<file path="config.mk">
export PLATFORM = sky130hd
export DESIGN_NAME = maverickone_exe_mult_acc
export DESIGN_NICKNAME = d
export VERILOG_FILES = /design/src/rtl/maverickone_exe_mult_acc.sv
export SDC_FILE = /design/constraint.sdc
export NUM_CORES = 2
export LEC_CHECK = 0
export ABC_AREA = 1
export ABC_CLOCK_PERIOD_IN_PS = 9300
export BUFFER_PORTS_ARGS = -buffer_cell sky130_fd_sc_hd__buf_2
export CAP_MARGIN = 20
export CORE_AREA = 2 2 504 506
export DETAILED_ROUTE_END_ITERATION = 16
export DIE_AREA = 0 0 506 508
export SETUP_SLACK_MARGIN = 0.5
export SLEW_MARGIN = 20
export SYNTH_ARGS = -nofsm -noshare
export SYNTH_HDL_FRONTEND = slang
export SYNTH_SLANG_ARGS = --single-unit
</file>
<file path="constraint.sdc">
create_clock -name clk_i -period 9.3 [get_ports clk_i]
set_input_delay 0.465 -clock clk_i [delete_from_list [all_inputs] [get_ports clk_i]]
set_output_delay 0.465 -clock clk_i [all_outputs]
set_load 0.005 [all_outputs]
</file>
<file path="src/rtl/maverickone_exe_mult_acc.sv">
// maverickOne multiplier stage 2: radix-16 digit-serial accumulate over a precomputed rs1 multiple table.
// Optional early exit on trailing zero rs2 digits: define MAVERICKONE_MULT_EARLY_EXIT_EN.
package maverickOne_pkg;
   localparam int XLEN = 64;
endpackage

module maverickone_exe_mult_acc
   import maverickOne_pkg::*;
(
   input  logic                      clk_i,
   input  logic                      arst_ni,
   input  logic                      flush_i,
   input  logic                      valid_i,
   output logic                      ready_o,
   input  logic [16*(XLEN+4)-1:0]    multiples_i,
   input  logic [XLEN-1:0]           rs1_i,
   input  logic [XLEN-1:0]           rs2_i,
   input  logic                      MUL_i,
   input  logic                      MULH_i,
   input  logic                      MULHSU_i,
   input  logic                      MULHU_i,
   input  logic                      MULW_i,
   output logic                      valid_o,
   input  logic                      ready_i,
   output logic [XLEN-1:0]           rd_o
);
   localparam int MW  = XLEN + 4;
   localparam int ND  = XLEN / 4;
   localparam int CW  = $clog2(ND);
   localparam int SHW = $clog2(XLEN) + 1;

   typedef enum logic [1:0] {IDLE, RUN, DONE} state_e;
   typedef enum logic [2:0] {OP_MUL, OP_MULH, OP_MULHSU, OP_MULHU, OP_MULW} op_e;

   state_e                 state;
   op_e                    op_q, op_dec;
   logic [15:0][MW-1:0]    mult_q;
   logic [XLEN-1:0]        rs1_q, rs2_q;
   logic [2*XLEN-1:0]      acc;
   logic [CW-1:0]          cnt;

   logic [4:0]             sel;
   logic [SHW-1:0]         sh;
   logic [3:0]             dig;
   logic [MW-1:0]          entry;
   logic [2*XLEN-1:0]      addend, acc_nxt, corr;
   logic [XLEN-1:0]        rs2_rng, res;
   logic [CW-1:0]          cnt_last;
   logic                   last;

   assign sel = {MULW_i, MULHU_i, MULHSU_i, MULH_i, MUL_i};

   // Illegal (zero / multi-hot) selects fall back to MUL.
   always_comb begin
      op_dec = OP_MUL;
      case (sel)
         5'b00010: op_dec = OP_MULH;
         5'b00100: op_dec = OP_MULHSU;
         5'b01000: op_dec = OP_MULHU;
         5'b10000: op_dec = OP_MULW;
         default:  op_dec = OP_MUL;
      endcase
   end

   always_comb begin
      sh       = SHW'({cnt, 2'b00});
      dig      = 4'(rs2_q >> sh);
      entry    = mult_q[dig];
      addend   = (2*XLEN)'(entry) << sh;
      acc_nxt  = acc + addend;
      cnt_last = (op_q == OP_MULW) ? CW'(7) : CW'(ND-1);
      rs2_rng  = (op_q == OP_MULW) ? {{(XLEN-32){1'b0}}, rs2_q[31:0]} : rs2_q;
      last     = (cnt == cnt_last);
`ifdef MAVERICKONE_MULT_EARLY_EXIT_EN
      if ((rs2_rng >> (sh + SHW'(4))) == '0) last = 1'b1;
`endif
      // Unsigned product minus the two's-complement sign terms gives the signed high half.
      corr = acc_nxt;
      if ((op_q == OP_MULH || op_q == OP_MULHSU) && rs1_q[XLEN-1])
         corr = corr - {rs2_q, {XLEN{1'b0}}};
      if (op_q == OP_MULH && rs2_q[XLEN-1])
         corr = corr - {rs1_q, {XLEN{1'b0}}};
      case (op_q)
         OP_MUL:  res = acc_nxt[XLEN-1:0];
         OP_MULW: res = {{(XLEN-32){acc_nxt[31]}}, acc_nxt[31:0]};
         default: res = corr[2*XLEN-1:XLEN];
      endcase
   end

   always_ff @(posedge clk_i or negedge arst_ni) begin
      if (!arst_ni) begin
         state   <= IDLE;
         op_q    <= OP_MUL;
         mult_q  <= '0;
         rs1_q   <= '0;
         rs2_q   <= '0;
         acc     <= '0;
         cnt     <= '0;
         ready_o <= 1'b1;
         valid_o <= 1'b0;
         rd_o    <= '0;
      end else if (flush_i) begin
         state   <= IDLE;
         acc     <= '0;
         cnt     <= '0;
         ready_o <= 1'b1;
         valid_o <= 1'b0;
      end else begin
         case (state)
            IDLE: if (valid_i) begin
               mult_q  <= multiples_i;
               rs1_q   <= rs1_i;
               rs2_q   <= rs2_i;
               op_q    <= op_dec;
               acc     <= '0;
               cnt     <= '0;
               ready_o <= 1'b0;
               state   <= RUN;
            end
            RUN: begin
               acc <= acc_nxt;
               cnt <= cnt + 1'b1;
               if (last) begin
                  rd_o    <= res;
                  valid_o <= 1'b1;
                  state   <= DONE;
               end
            end
            DONE: if (ready_i) begin
               valid_o <= 1'b0;
               ready_o <= 1'b1;
               state   <= IDLE;
            end
            default: state <= IDLE;
         endcase
      end
   end

   a_onehot_op: assert property (@(posedge clk_i) disable iff (!arst_ni)
      (valid_i && ready_o && !flush_i) |-> $onehot(sel));

endmodule

</file>
# Word level (Yosys, flattened, before mapping)
# Cells that the tools add are included.
classes:
  n_addsub: 4
  eq_ne: 13
  shift: 2
  order_cmp: 1
  reduce_logical: 14
  muxes: 26
  bitwise_logic: 1
op_table:
  columns: ["operator", "n"]
  rows:
  - ["2-to-1 mux 128 bit", 4]
  - ["binary-select mux 68 bit (select 4 bit)", 1]
  - ["case mux 128 bit (2 select lines)", 1]
  - ["subtractor 128 bit", 2]
  - ["adder 128 bit", 1]
  - ["case mux 64 bit (2 select lines)", 1]
  - ["left shift 68 x 6 -> 128 bit", 1]
  - ["2-to-1 mux 68 bit", 1]
  - [">> shifter 64 x 6 -> 4 bit", 1]
  - ["AND reduction 3 bit", 5]
  - ["2-to-1 mux 4 bit", 3]
  - ["case mux 3 bit (4 select lines)", 1]
  - ["inequality test 3 bit (second input constant)", 3]
  - ["nonzero test 3 bit", 3]
  - ["2-to-1 mux 2 bit", 4]
  - ["case mux 4 bit (2 select lines)", 1]
  - ["2-to-1 mux 1 bit", 6]
  - ["case mux 2 bit (3 select lines)", 1]
  - ["equality test 5 x 2 -> 1 bit (second input constant)", 1]
  - ["equality test 5 x 3 -> 1 bit (second input constant)", 1]
  - ["equality test 5 x 4 -> 1 bit (second input constant)", 1]
  - ["equality test 5 bit (second input constant)", 1]
  - ["< comparator 4 x 5 -> 1 bit (second input constant)", 1]
  - ["adder 4 x 1 -> 4 bit (second input constant)", 1]
  - ["13 further kinds", 15]
totals:
  ff_bits: 1419

# Logic depth before layout (Yosys ltp)
logic_depth:
  word_depth: 10
  depth_mapped: 76

# Worst setup path after synthesis
# No wires, ideal clock.
synth_timing:
  path_kind: "flip-flop to flip-flop"
  from: "reg cnt[0]"
  to: "reg rd_o[54]"
  stages_incl_launch_ff: 62
  arrival_ns: 8.046
  path_slack_ns: 1.174
  setup_time_ns: 0.079
  path_cell_list: "dfrtp_1 -> buf_4 -> buf_4 -> buf_2 -> o211ai_1 -> nand2_1 -> nor3_1 -> a21oi_2 -> buf_2 -> buf_4 -> buf_2 -> nand3_1 -> nand3_1 -> nand2_1 -> nor2_1 -> a31oi_1 -> nand2_1 -> nand2_1 -> (+26 left out) -> ha_1 -> nand2_1 -> nor2_1 -> inv_1 -> nor3_1 -> nand3_1 -> nand3_1 -> nand2_1 -> nand3_1 -> o21ai_0 -> o21ai_0 -> nand2_1 -> a21o_1 -> nand3_1 -> nand2_1 -> inv_1 -> nand2_1 -> a2bb2oi_1"
synth_between:
  elab_chain_cells: 10
synth_rtl:
  columns: ["item", "line", "rtl"]
  rows:
  - ["from (decl)", "40", "logic [CW-1:0] cnt;"]
  - ["from (signal assigned)", "122", "cnt <= cnt + 1'b1;"]
  - [">> shifter 64 x 6 -> 4 bit", "67", "dig = 4'(rs2_q >> sh);"]
  - ["binary-select mux 68 bit (select 4 bit)", "68", "entry = mult_q[dig];"]
  - ["2-to-1 mux 68 bit (implied by the code)", "68", null]
  - ["left shift 68 x 6 -> 128 bit", "69", "addend = (2*XLEN)'(entry) << sh;"]
  - ["adder 128 bit", "70", "acc_nxt = acc + addend;"]
  - ["subtractor 128 bit", "80", "corr = corr - {rs2_q, {XLEN{1'b0}}};"]
  - ["2-to-1 mux 128 bit", "79", "if ((op_q == OP_MULH || op_q == OP_MULHSU) && rs1_q[XLEN-1])"]
  - ["subtractor 128 bit", "82", "corr = corr - {rs1_q, {XLEN{1'b0}}};"]
  - ["2-to-1 mux 128 bit", "81", "if (op_q == OP_MULH && rs2_q[XLEN-1])"]
  - ["case mux 64 bit (2 select lines)", "83", "case (op_q)"]
  - ["to (signal assigned)", "124", "rd_o <= res;"]
  - ["to (decl)", "25", "output logic [XLEN-1:0] rd_o"]
# Several ways; a longest one is shown, not always the timed one. The select of a mux whose other input is x is not followed.
# A chain may end at the register's enable or synchronous reset.

# Worst setup path after layout
layout_timing:
  from: "reg cnt[0]"
  to: "reg rd_o[58]"
# The elaborated chain is that of the path after synthesis.

==> results.yml <==
die:
  num_io_pins: 1292
  chipHeight_um: 508
  core_area_sq_mm: 0.252
  die-area_sq_mm: 0.257
  rows: 185
  die_w_um: 506
  start_util: 0.353
routing:
  wirelength_um: 565000
  first_pass_iters: 8
  viasPerCell: 5.42
  postRouteAntennaNets: 0
  wl_per_cell_um: 26.5
  route.detailed.drc: 0
  drt_iter0_markers: 14500
  vias: 116000
timing:
  finalSetupViolations: 51
  hold_slack_ns: 0.0477
  tightest_slew_ns: 1.20
  maxSlewHeadroom: 0.192
  hold_violations: 0
  rsz0062_at_grt: "yes"
  fin_ws_ns: -0.920
  maxSlewViolCount: 0
  post-route-period-util: 1.10
  finalClockSkew_ns: 0.118
  min_period_ns: 10.22
  max_freq_ghz: 0.0978
synthesis:
  post-synth-top-area-fraction: 0.398
  synth_edf_count: 0
  synth_top_area_cell: "dfrtp_1"
  synth_flop_cell: "dfrtp_1"
  synth_area_sq_mm: 0.0891
  synthTopCellsByArea: "dfrtp_1 40%, nand2_1 23%, nand3_1 10%"
  synth_cell_type_count: 52
  synth-seq-cells: 1419
  synth_most_common_cell: "nand2_1"
  synth_common_cells: "5387 x nand2_1, 1801 x nand3_1, 1418 x dfrtp_1"
  synth_warnings: 0
  avgSynthCellArea_sq_um: 6.71
  synth_seq_area_share: 0.398
  syn_inst: 13300
  synth_fp_nets: 14800
  synthArstFlopShare: 1.00
place:
  hpwl_um: 435000
  gp_congestion: 1.06
  place_area_sq_mm: 0.116
  portBuffers: 1291
worst_setup_path:
  critPathSlowestCell: "dfrtp_4"
  cp_data_required_time_ns: 10.06
  worst-path-buf-inv: 22
  critPathMaxStageDelay_ns: 0.55
  crit_arrival_ns: 10.98
  cp-start-kind: "register"
  cp_common_cell: "buf_4"
  critPathTopFamily: "simple AND/OR/NAND/NOR gates"
  cp-end-kind: "register"
  criticalPathCategory: "reg2reg"
  critPathMaxFanout: 13
run_status:
  failed_checks: "setup timing"
  outcome: "complete, but fails checks"
final_layout:
  layout.nets: 19200
  finalInstanceArea_sq_mm: 0.143
  areaGrowthSynthToFinish_pct: 60.7
  fill_cells: 23800
  drive_gt1_frac: 0.307
job:
  drv_cap: 0
cts:
  cts_buffer_depth: 3
  htree_levels: 4
  insertion_delay_ns: 0.91
  cts_tree: "yes"
  cts.clk_slew.worst_paths_ns: 0.06
  cts_buffers: 169
  cts-root-buf: "clkbuf_16"
  clock_sinks: 1419
power_and_ir_drop:
  p_leak_nw: 73.9
  irDropWorstVdd_mv: 0.205
  p_total_mw: 38.1
  power_density_mw_per_mm2: 266
min_path:
  hold_class: "in2reg"
grt:
  grt_pass1_wl_um: 788000
  antenna_found_initial: 94
  grt_pass1_vias: 112000
  grt_start_max_net_pins: 214
  grt_use_total: 0.423
  grt_overflow: 0
==> flip-flops by register name (all words and copies together), names as in the netlist <==
name	count
rs2_q	64
state	2
mult_q	1088
rd_o	64
cnt	4
op_q	3
ready_o	1
acc	128
rs1_q	64
valid_o	1
==> path summary, 6_finish.rpt <==
check                           depth (start not counted)  slack (ns)     endpoint             start
worst max-delay path                                   68       -0.92     rd_o[58]            cnt[0]
worst min-delay path                                    3        0.05  mult_q[813]  multiples_i[813]
worst max register to register                         68       -0.92     rd_o[58]            cnt[0]
worst min register to register                          2        0.47      ready_o           ready_o
max in group asynchronous                               4        6.88  mult_q[892]           arst_ni
min in group asynchronous                               2        0.16  mult_q[931]           arst_ni
==> routing by layer <==
metal	global-route usage	part of all wire	up-vias
met1	0.553	0.40	55200
met3	0.109	0.10	1714
met4	0.266	0.076	44
met5	0.000370	0.00051	-
met2	0.622	0.42	6828
li1	-	-	51800
==> cell families (layout without fill, tap and decap cells) <==
| kind of cell | count (synthesis) | in the layout | synth area share |
|---|---|---|---|
| AOI/OAI and AO/OA | 1608 | 1608 | 0.102 |
| xor gates and xnor gates | 130 | 130 | 0.0128 |
| adders and majority gates | 257 | 257 | 0.0363 |
| buffers and inverters | 1699 | 6315 | 0.0751 |
| DFF | 1419 | 1419 | 0.398 |
| other | 0 | 55 | 0 |
| and+or+nand+nor | 8172 | 8172 | 0.375 |
==> metrics by stage <==
stage / std cells / worst slack [ns] / setup TNS, ns / util
2_1_floorplan: 13300 / 1.17 / 0 / -
3_3_place_gp: 19500 / -2.51 / -104.67 / 0.459
3_5_place_dp: 19500 / -2.44 / -100.01 / 0.459
4_1_cts: 21200 / -0.854 / -24.97 / 0.550
5_1_grt: 21300 / -1.33 / -52.92 / 0.567
6_report: 21300 / -0.920 / -32.49 / 0.568
==> layout make-up <==
class / count / area, sq um / share of cell area
Antenna cell: 55 / 138 / 0.000961
Multi-Input combinational cell: 10200 / 53600 / 0.374
Clock inverter: 66 / 980 / 0.00684
Clock buffer: 240 / 4810 / 0.0336
Inverter: 991 / 3760 / 0.0262
Sequential cell: 1419 / 35500 / 0.248
Timing Repair Buffer: 5018 / 40200 / 0.281
Tap cell: 3366 / 4210 / 0.0294
==> worst min-delay path, delay by kind of cell <==
| family | cells | cell delay (ns) |
|---|---|---|
| buf+inv | 1 | 0.07 |
| simple gates | 2 | 0.33 |
==> timing repair <==
item                       in CTS  in global routing
gates cloned                   16                  5
setup endpoints to repair      61                 61
hold endpoints to repair     1325                  0
buffers inserted               94                102
hold buffers                 1210                  0
pin swaps                     130                211
gates resized for setup      1052                841
==> power breakdown <==
| group | internal (mW) | total [mW] | switching (mW) |
|---|---|---|---|
| Sequential | 7.24 | 8.12 | 0.881 |
| Clock | 3.96 | 7.06 | 3.10 |
| Combinational | 9.36 | 22.9 | 13.5 |
==> cell usage in the layout (no fill, tap or decap), types with 158 or more instances in the layout <==
| master | synthesis | final |
|---|---|---|
| a21oi_1 | 469 | 287 |
| a21oi_2 | 6 | 162 |
| buf_2 | 205 | 1290 |
| buf_4 | 17 | 2287 |
| clkbuf_16 | 0 | 174 |
| dfrtp_1 | 1418 | 1414 |
| dlygate4sd3_1 | 0 | 1210 |
| ha_1 | 254 | 158 |
| inv_1 | 981 | 902 |
| nand2_1 | 5387 | 5130 |
| nand2_2 | 2 | 225 |
| nand3_1 | 1801 | 1648 |
| nor2_1 | 759 | 518 |
| nor2_2 | 4 | 184 |
| o21ai_0 | 608 | 392 |
| o21ai_1 | 119 | 176 |
Note: power is estimated with default switching activity, not from simulation.
